==> src/rtl/alu_op_pkg.sv <==
// Shared constants and payload type for the ALU decode/issue stage.
// Holds ALU opcodes, RV32I major opcodes, funct7 values and the issue payload.
package alu_op_pkg;

  localparam int unsigned DATA_WIDTH     = 32;
  localparam int unsigned OPCODE_LENGTH  = 4;
  localparam int unsigned INSTR_WIDTH    = 32;
  localparam int unsigned REG_ADDR_WIDTH = 5;

  localparam logic [OPCODE_LENGTH-1:0] ALU_AND  = 4'b0000;
  localparam logic [OPCODE_LENGTH-1:0] ALU_OR   = 4'b0001;
  localparam logic [OPCODE_LENGTH-1:0] ALU_ADD  = 4'b0010;
  localparam logic [OPCODE_LENGTH-1:0] ALU_XOR  = 4'b0011;
  localparam logic [OPCODE_LENGTH-1:0] ALU_SLL  = 4'b0100;
  localparam logic [OPCODE_LENGTH-1:0] ALU_SRL  = 4'b0101;
  localparam logic [OPCODE_LENGTH-1:0] ALU_SUB  = 4'b0110;
  localparam logic [OPCODE_LENGTH-1:0] ALU_SRA  = 4'b0111;
  localparam logic [OPCODE_LENGTH-1:0] ALU_EQ   = 4'b1000;
  localparam logic [OPCODE_LENGTH-1:0] ALU_NE   = 4'b1001;
  localparam logic [OPCODE_LENGTH-1:0] ALU_TRUE = 4'b1010;
  localparam logic [OPCODE_LENGTH-1:0] ALU_LT   = 4'b1100;
  localparam logic [OPCODE_LENGTH-1:0] ALU_GT   = 4'b1101;
  localparam logic [OPCODE_LENGTH-1:0] ALU_LTU  = 4'b1110;
  localparam logic [OPCODE_LENGTH-1:0] ALU_GTU  = 4'b1111;

  localparam logic [6:0] OPC_OP     = 7'b0110011;
  localparam logic [6:0] OPC_OP_IMM = 7'b0010011;
  localparam logic [6:0] OPC_LOAD   = 7'b0000011;
  localparam logic [6:0] OPC_STORE  = 7'b0100011;
  localparam logic [6:0] OPC_BRANCH = 7'b1100011;
  localparam logic [6:0] OPC_LUI    = 7'b0110111;
  localparam logic [6:0] OPC_AUIPC  = 7'b0010111;
  localparam logic [6:0] OPC_JAL    = 7'b1101111;
  localparam logic [6:0] OPC_JALR   = 7'b1100111;

  localparam logic [6:0] F7_BASE = 7'b0000000;
  localparam logic [6:0] F7_ALT  = 7'b0100000;

  typedef struct packed {
    logic [OPCODE_LENGTH-1:0]  operation;
    logic [DATA_WIDTH-1:0]     src_a;
    logic [DATA_WIDTH-1:0]     src_b;
    logic [DATA_WIDTH-1:0]     store_data;
    logic [REG_ADDR_WIDTH-1:0] rd;
    logic                      reg_write;
    logic                      branch;
    logic                      br_invert;
    logic                      jump;
    logic                      illegal;
  } issue_fields_t;

  // funct3 -> ALU op for the base (funct7 = 0) integer operations.
  function automatic logic [OPCODE_LENGTH-1:0] base_alu_op(input logic [2:0] funct3);
    logic [OPCODE_LENGTH-1:0] op;
    case (funct3)
      3'b000:  op = ALU_ADD;
      3'b001:  op = ALU_SLL;
      3'b010:  op = ALU_LT;
      3'b011:  op = ALU_LTU;
      3'b100:  op = ALU_XOR;
      3'b101:  op = ALU_SRL;
      3'b110:  op = ALU_OR;
      default: op = ALU_AND;
    endcase
    return op;
  endfunction

endpackage

==> src/rtl/alu_op_decode.sv <==
// Combinational RV32I instruction decoder producing ALU opcode, operands
// and control flags; illegal encodings collapse to a zeroed payload.
module alu_op_decode
  import alu_op_pkg::*;
(
  input  logic [INSTR_WIDTH-1:0]    instr,
  input  logic [DATA_WIDTH-1:0]     pc,
  input  logic [DATA_WIDTH-1:0]     rs1_data,
  input  logic [DATA_WIDTH-1:0]     rs2_data,
  output logic [OPCODE_LENGTH-1:0]  operation_c,
  output logic [DATA_WIDTH-1:0]     src_a_c,
  output logic [DATA_WIDTH-1:0]     src_b_c,
  output logic [DATA_WIDTH-1:0]     store_data_c,
  output logic [REG_ADDR_WIDTH-1:0] rd_c,
  output logic                      reg_write_c,
  output logic                      branch_c,
  output logic                      br_invert_c,
  output logic                      jump_c,
  output logic                      illegal_c
);

  logic [6:0]                opcode;
  logic [2:0]                funct3;
  logic [6:0]                funct7;
  logic [REG_ADDR_WIDTH-1:0] rd_field;
  logic [DATA_WIDTH-1:0]     imm_i;
  logic [DATA_WIDTH-1:0]     imm_s;
  logic [DATA_WIDTH-1:0]     imm_u;

  assign opcode   = instr[6:0];
  assign funct3   = instr[14:12];
  assign funct7   = instr[31:25];
  assign rd_field = instr[11:7];
  assign imm_i    = {{(DATA_WIDTH-12){instr[31]}}, instr[31:20]};
  assign imm_s    = {{(DATA_WIDTH-12){instr[31]}}, instr[31:25], instr[11:7]};
  assign imm_u    = {instr[31:12], 12'b0};

  logic [OPCODE_LENGTH-1:0] op_v;
  logic [DATA_WIDTH-1:0]    a_v;
  logic [DATA_WIDTH-1:0]    b_v;
  logic [DATA_WIDTH-1:0]    sd_v;
  logic                     wr_v;
  logic                     br_v;
  logic                     inv_v;
  logic                     jmp_v;
  logic                     ill_v;

  // Per-opcode field selection.
  always_comb begin
    op_v  = ALU_AND;
    a_v   = '0;
    b_v   = '0;
    sd_v  = '0;
    wr_v  = 1'b0;
    br_v  = 1'b0;
    inv_v = 1'b0;
    jmp_v = 1'b0;
    ill_v = 1'b0;
    case (opcode)
      OPC_OP: begin
        a_v  = rs1_data;
        b_v  = rs2_data;
        wr_v = 1'b1;
        if (funct7 == F7_BASE) begin
          op_v = base_alu_op(funct3);
        end else if (funct7 == F7_ALT && funct3 == 3'b000) begin
          op_v = ALU_SUB;
        end else if (funct7 == F7_ALT && funct3 == 3'b101) begin
          op_v = ALU_SRA;
        end else begin
          ill_v = 1'b1;
        end
      end
      OPC_OP_IMM: begin
        a_v  = rs1_data;
        b_v  = imm_i;
        wr_v = 1'b1;
        op_v = base_alu_op(funct3);
        // Shift-immediates reuse imm[11:5] as a funct7 qualifier.
        if (funct3 == 3'b001 && funct7 != F7_BASE) begin
          ill_v = 1'b1;
        end else if (funct3 == 3'b101) begin
          if (funct7 == F7_ALT) begin
            op_v = ALU_SRA;
          end else if (funct7 != F7_BASE) begin
            ill_v = 1'b1;
          end
        end
      end
      OPC_LOAD: begin
        op_v = ALU_ADD;
        a_v  = rs1_data;
        b_v  = imm_i;
        wr_v = 1'b1;
      end
      OPC_STORE: begin
        op_v = ALU_ADD;
        a_v  = rs1_data;
        b_v  = imm_s;
        sd_v = rs2_data;
      end
      OPC_BRANCH: begin
        a_v  = rs1_data;
        b_v  = rs2_data;
        br_v = 1'b1;
        case (funct3)
          3'b000:  op_v = ALU_EQ;
          3'b001:  op_v = ALU_NE;
          3'b100:  op_v = ALU_LT;
          3'b101: begin op_v = ALU_LT;  inv_v = 1'b1; end
          3'b110:  op_v = ALU_LTU;
          3'b111: begin op_v = ALU_LTU; inv_v = 1'b1; end
          default: ill_v = 1'b1;
        endcase
      end
      OPC_LUI: begin
        op_v = ALU_ADD;
        b_v  = imm_u;
        wr_v = 1'b1;
      end
      OPC_AUIPC: begin
        op_v = ALU_ADD;
        a_v  = pc;
        b_v  = imm_u;
        wr_v = 1'b1;
      end
      OPC_JAL, OPC_JALR: begin
        op_v  = ALU_TRUE;
        a_v   = pc;
        b_v   = DATA_WIDTH'(4);
        wr_v  = 1'b1;
        jmp_v = 1'b1;
      end
      default: ill_v = 1'b1;
    endcase
  end

  // Illegal instructions still issue, but with an inert zeroed payload.
  always_comb begin
    operation_c  = ALU_AND;
    src_a_c      = '0;
    src_b_c      = '0;
    store_data_c = '0;
    rd_c         = '0;
    reg_write_c  = 1'b0;
    branch_c     = 1'b0;
    br_invert_c  = 1'b0;
    jump_c       = 1'b0;
    illegal_c    = ill_v;
    if (!ill_v) begin
      operation_c  = op_v;
      src_a_c      = a_v;
      src_b_c      = b_v;
      store_data_c = sd_v;
      reg_write_c  = wr_v && (rd_field != '0);
      rd_c         = reg_write_c ? rd_field : '0;
      branch_c     = br_v;
      br_invert_c  = inv_v;
      jump_c       = jmp_v;
    end
  end

endmodule

==> src/rtl/alu_op_issue.sv <==
// Decode/issue stage: decodes one instruction per handshake and holds it in a
// single-entry ID/EX register with valid/ready flow control and flush.
module alu_op_issue
  import alu_op_pkg::*;
(
  input  logic                      clk,
  input  logic                      rst_n,
  input  logic                      flush,
  input  logic                      in_valid,
  output logic                      in_ready,
  input  logic [INSTR_WIDTH-1:0]    in_instr,
  input  logic [DATA_WIDTH-1:0]     in_pc,
  input  logic [DATA_WIDTH-1:0]     in_rs1_data,
  input  logic [DATA_WIDTH-1:0]     in_rs2_data,
  output logic                      out_valid,
  input  logic                      out_ready,
  output logic [OPCODE_LENGTH-1:0]  out_operation,
  output logic [DATA_WIDTH-1:0]     out_src_a,
  output logic [DATA_WIDTH-1:0]     out_src_b,
  output logic [DATA_WIDTH-1:0]     out_store_data,
  output logic [REG_ADDR_WIDTH-1:0] out_rd,
  output logic                      out_reg_write,
  output logic                      out_branch,
  output logic                      out_br_invert,
  output logic                      out_jump,
  output logic                      out_illegal
);

  issue_fields_t dec_c;
  issue_fields_t fields_d;
  issue_fields_t fields_q;
  logic          valid_d;
  logic          valid_q;
  logic          capture_c;

  alu_op_decode u_decode (
    .instr        (in_instr),
    .pc           (in_pc),
    .rs1_data     (in_rs1_data),
    .rs2_data     (in_rs2_data),
    .operation_c  (dec_c.operation),
    .src_a_c      (dec_c.src_a),
    .src_b_c      (dec_c.src_b),
    .store_data_c (dec_c.store_data),
    .rd_c         (dec_c.rd),
    .reg_write_c  (dec_c.reg_write),
    .branch_c     (dec_c.branch),
    .br_invert_c  (dec_c.br_invert),
    .jump_c       (dec_c.jump),
    .illegal_c    (dec_c.illegal)
  );

  assign in_ready  = !valid_q || out_ready;
  assign capture_c = in_valid && in_ready && !flush;

  // Flush wins; otherwise capture refills and a lone drain empties the slot.
  always_comb begin
    valid_d  = valid_q;
    fields_d = fields_q;
    if (flush) begin
      valid_d = 1'b0;
    end else if (capture_c) begin
      valid_d  = 1'b1;
      fields_d = dec_c;
    end else if (out_ready) begin
      valid_d = 1'b0;
    end
  end

  always_ff @(posedge clk) begin
    if (!rst_n) begin
      valid_q  <= 1'b0;
      fields_q <= '0;
    end else begin
      valid_q  <= valid_d;
      fields_q <= fields_d;
    end
  end

  assign out_valid      = valid_q;
  assign out_operation  = fields_q.operation;
  assign out_src_a      = fields_q.src_a;
  assign out_src_b      = fields_q.src_b;
  assign out_store_data = fields_q.store_data;
  assign out_rd         = fields_q.rd;
  assign out_reg_write  = fields_q.reg_write;
  assign out_branch     = fields_q.branch;
  assign out_br_invert  = fields_q.br_invert;
  assign out_jump       = fields_q.jump;
  assign out_illegal    = fields_q.illegal;

endmodule

==> config.mk <==
export PLATFORM = sky130hd
export DESIGN_NAME = alu_op_issue
export DESIGN_NICKNAME = d
export VERILOG_FILES = /design/src/rtl/alu_op_pkg.sv /design/src/rtl/alu_op_decode.sv /design/src/rtl/alu_op_issue.sv
export SDC_FILE = /design/constraint.sdc
export NUM_CORES = 1
export LEC_CHECK = 0
export CAP_MARGIN = 20
export CORE_MARGIN = 4
export CORE_UTILIZATION = 43
export CTS_BUF_LIST = sky130_fd_sc_hd__clkbuf_16
export CTS_CLUSTER_SIZE = 12
export DETAILED_ROUTE_END_ITERATION = 6
export GPL_TIMING_DRIVEN = 0
export HOLD_SLACK_MARGIN = 0.05
export PLACE_DENSITY = 0.92
export SYNTH_ARGS = -nofsm -noshare
export SYNTH_HDL_FRONTEND = slang
export SYNTH_SLANG_ARGS = --single-unit
==> constraint.sdc <==
create_clock -name clk -period 7.25 [get_ports clk]
set_input_delay 0.725 -clock clk [delete_from_list [all_inputs] [get_ports clk]]
set_output_delay 0.725 -clock clk [all_outputs]
set_load 0.01 [all_outputs]
==> impl_metrics.json <==
{
  "outcome": "completed",
  "finalSetupTns_ps": 0,
  "ios": 245,
  "layout.nets": 882,
  "multi_input_area_sq_um": 2240,
  "syn_inst": 495,
  "critPathMaxStageDelay_ps": 590,
  "power_leakage_nw": 2.57,
  "yosysTopAreaCellShare": 0.469,
  "grt_max_degree": 18,
  "numCtsBuffers": 9,
  "grt.overflow.total": 0,
  "die_h_um": 113,
  "async_reset_ff_frac": 0,
  "yosysSeqAreaShare": 0.469,
  "ctsResizeCount": 0,
  "fmax_mhz": 307,
  "relSlewSlack": 0.479,
  "syn_nets": 628,
  "area_growth_pct": 61.1,
  "core_area_sq_um": 10800,
  "drt_wl_total_mm": 18.2,
  "start_util": 0.439,
  "grt_first_pass_wirelength_mm": 27.5,
  "hold_viol_final": 0,
  "finalCoreUtilization": 0.708,
  "yosysTopAreaCell": "dfxtp_1",
  "antenna_cells": 0,
  "netlist_top_cells_area": "dfxtp_1 47%, o21ai_2 9.2%, a22o_1 6.8%, a22oi_1 6.8%, nand2_1 5.8%",
  "fin_ws_ps": 4000,
  "regArea_sq_um": 2220,
  "num_rows": 38,
  "vias": 5190,
  "critPathTopFamily": "simple AND/OR/NAND/NOR gates",
  "htree_levels": 3,
  "crit_fanout": 10,
  "peakVddDrop_uv": 98.1,
  "ys_seq_elements": 111,
  "hp-class": "reg -> reg",
  "cts_setup_buffers": 0,
  "worst_pin_slew_ps": 776,
  "path_clk_slew_ps": 70,
  "crit_buf_inv": 3,
  "antenna_found_initial": 0,
  "grt_pass1_vias": 5202,
  "worst_path_most_repeated_cell": "or4_4",
  "endpoint_kind": "register",
  "fillers": 829,
  "busiest_layer": "met2",
  "clkLatencyLatePin_ps": 350,
  "grt_use_total": 0.273,
  "finalSetupViolCount": 0,
  "yosys_warnings": 0,
  "period_needed_ps": 3250,
  "period_share": 0.449,
  "met2_usage": 0.487,
  "wl_per_cell_um": 20.4,
  "synth-edff-count": 0,
  "io_buffers": 242,
  "viasPerCell": 5.81,
  "cts_tree": "built",
  "ant_nets": 0,
  "netlist_area_sq_um": 4740,
  "rsz0062_at_grt": "false",
  "max_cap_violations": 0,
  "required_ps": 7530,
  "ys.flop_type": "dfxtp_1",
  "root_buffer": "clkbuf_16",
  "cp.arrival_ps": 3530,
  "fp.dieW_um": 113,
  "use_met1": 0.313,
  "avgSynthCellArea_sq_um": 9.58,
  "grt_use_met3": 0.0668,
  "slowest_stage": "or4_4",
  "drtIter0Drc": 390,
  "clock_sinks": 111,
  "preCtsSetupSlack_ps": 3680,
  "place_hpwl_mm": 14.3,
  "place.gp.congestion": 0.884,
  "dieArea_sq_um": 12800,
  "drt_first_pass_iters": 5,
  "drive_gt1_frac": 0.103,
  "drc": 0,
  "p_per_area_nw_per_um2": 163,
  "crit_chain": "clkdlybuf4s50_1 -> or4_4 -> or3_4 -> a32o_1 -> or4_4 -> buf_6 -> buf_12 -> o21ai_2",
  "hold_buffers": 0,
  "clock_skew_ps": 8.11,
  "cts_buffer_depth": 2,
  "critPathLaunchType": "primary input",
  "criticalPathCategory": "in -> reg",
  "final_max_slew_viol_count": 0,
  "yosysUniqueCellTypes": 46
}
[tightest hold or removal path: stages (launching register included)]
cell     delay, ps
dfxtp_1        330
nand2_1         60
o21ai_2         40
[cells by family (layout without fill, tap and decap cells)]
family          Yosys count  in the layout  synth area share
compound gates          207            207             0.343
xor+xnor                  2              2           0.00370
buf+inv                  49            308            0.0578
flops                   111            111             0.469
mux                       1              1           0.00211
simple gates            125            125             0.125
[path summary, 6_finish.rpt]
check | startpoint | to | slack, ps | depth (start not counted)
worst min-delay path | out_src_b[18]$_SDFFE_PN0P_ | out_src_b[18]$_SDFFE_PN0P_ | 450 | 2
worst min register to register | out_src_b[18]$_SDFFE_PN0P_ | out_src_b[18]$_SDFFE_PN0P_ | 450 | 2
worst max register to register | out_valid$_SDFFE_PP0P_ | out_store_data[25]$_SDFFE_PN0P_ | 4640 | 6
worst max-delay path | in_instr[26] | out_src_b[19]$_SDFFE_PN0P_ | 4000 | 8
[state kept, by name, indices dropped and copies added (netlist names)]
| register | cells |
|---|---|
| out_branch | 1 |
| out_br_invert | 1 |
| out_src_a | 32 |
| out_illegal | 1 |
| out_operation | 4 |
| out_jump | 1 |
| out_reg_write | 1 |
| out_rd | 5 |
| out_src_b | 32 |
| out_valid | 1 |
| out_store_data | 32 |
[placed cells by master, fill, tap and decap left out, types with 3 or more instances in the layout]
master / Yosys / final
nand3b_1: 3 / 3
clkbuf_1: 37 / 37
nor3b_1: 3 / 3
nor2b_1: 7 / 7
a21oi_1: 13 / 13
nor3_1: 7 / 7
nand2_1: 73 / 73
buf_12: 5 / 5
a22o_1: 37 / 37
o21ai_0: 20 / 20
clkdlybuf4s50_1: 0 / 242
a22oi_1: 43 / 43
a221oi_1: 19 / 19
inv_1: 5 / 6
dfxtp_1: 111 / 111
a32o_1: 7 / 7
nor2_1: 15 / 15
clkbuf_16: 0 / 9
o21ai_2: 50 / 50
[final cells by class]
cell class                 instances  area share
buffer                            44      0.0334
clock buffer                       9      0.0295
clock inverter                     7     0.00852
inverter                           5     0.00246
multi-input combinational        335       0.294
sequential                       111       0.291
tap                              140      0.0229
timing repair buffer             243       0.318
[layer usage]
metal | up-vias | part of all wire | wire (um)
met1 | 2476 | 0.38 | 6840
met5 | - | 0 | 0
li1 | 2371 | - | -
met2 | 295 | 0.51 | 9280
met3 | 48 | 0.086 | 1560
met4 | 0 | 0.030 | 550
[stage by stage]
| step | std cells | area (sq um) | hold slack (ps) | power, mW |
|---|---|---|---|---|
| floorplan | 495 | 4740 | 483 | 0.667 |
| global placement | 877 | 7340 | 435 | 0.764 |
| detailed placement | 877 | 7340 | 441 | 0.766 |
| CTS | 893 | 7630 | 457 | 1.25 |
| global route | 894 | 7640 | 472 | 1.29 |
| finish | 894 | 7640 | 455 | 1.25 |
[where the power goes]
| group | internal (mW) | total (mW) | leakage [nW] | switching [mW] |
|---|---|---|---|---|
| Sequential | 0.610 | 0.611 | 0.894 | 0.000569 |
| Combinational | 0.0801 | 0.145 | 1.53 | 0.0645 |
| Clock | 0.265 | 0.490 | 0.138 | 0.225 |
[cells in the mapped netlist (2+ instances only)]
library cell    n
o21a_1          2
nor2b_1         7
nand3b_1        3
a31oi_1         2
o211ai_1        2
or2_2           2
a32o_1          7
nor3b_1         3
a221oi_1       19
o21ai_2        50
nand4b_1        2
or4_4           2
dfxtp_1       111
nand2b_1        2
a21boi_0        2
buf_12          5
a22oi_1        43
nor3_1          7
a22o_1         37
nand3_1         2
nand2_1        73
a21oi_1        13
clkbuf_1       37
nor2_1         15
o21ai_0        20
or3b_2          2
inv_1           5
a2111oi_0       2
Power figures use the tool's default switching activity.
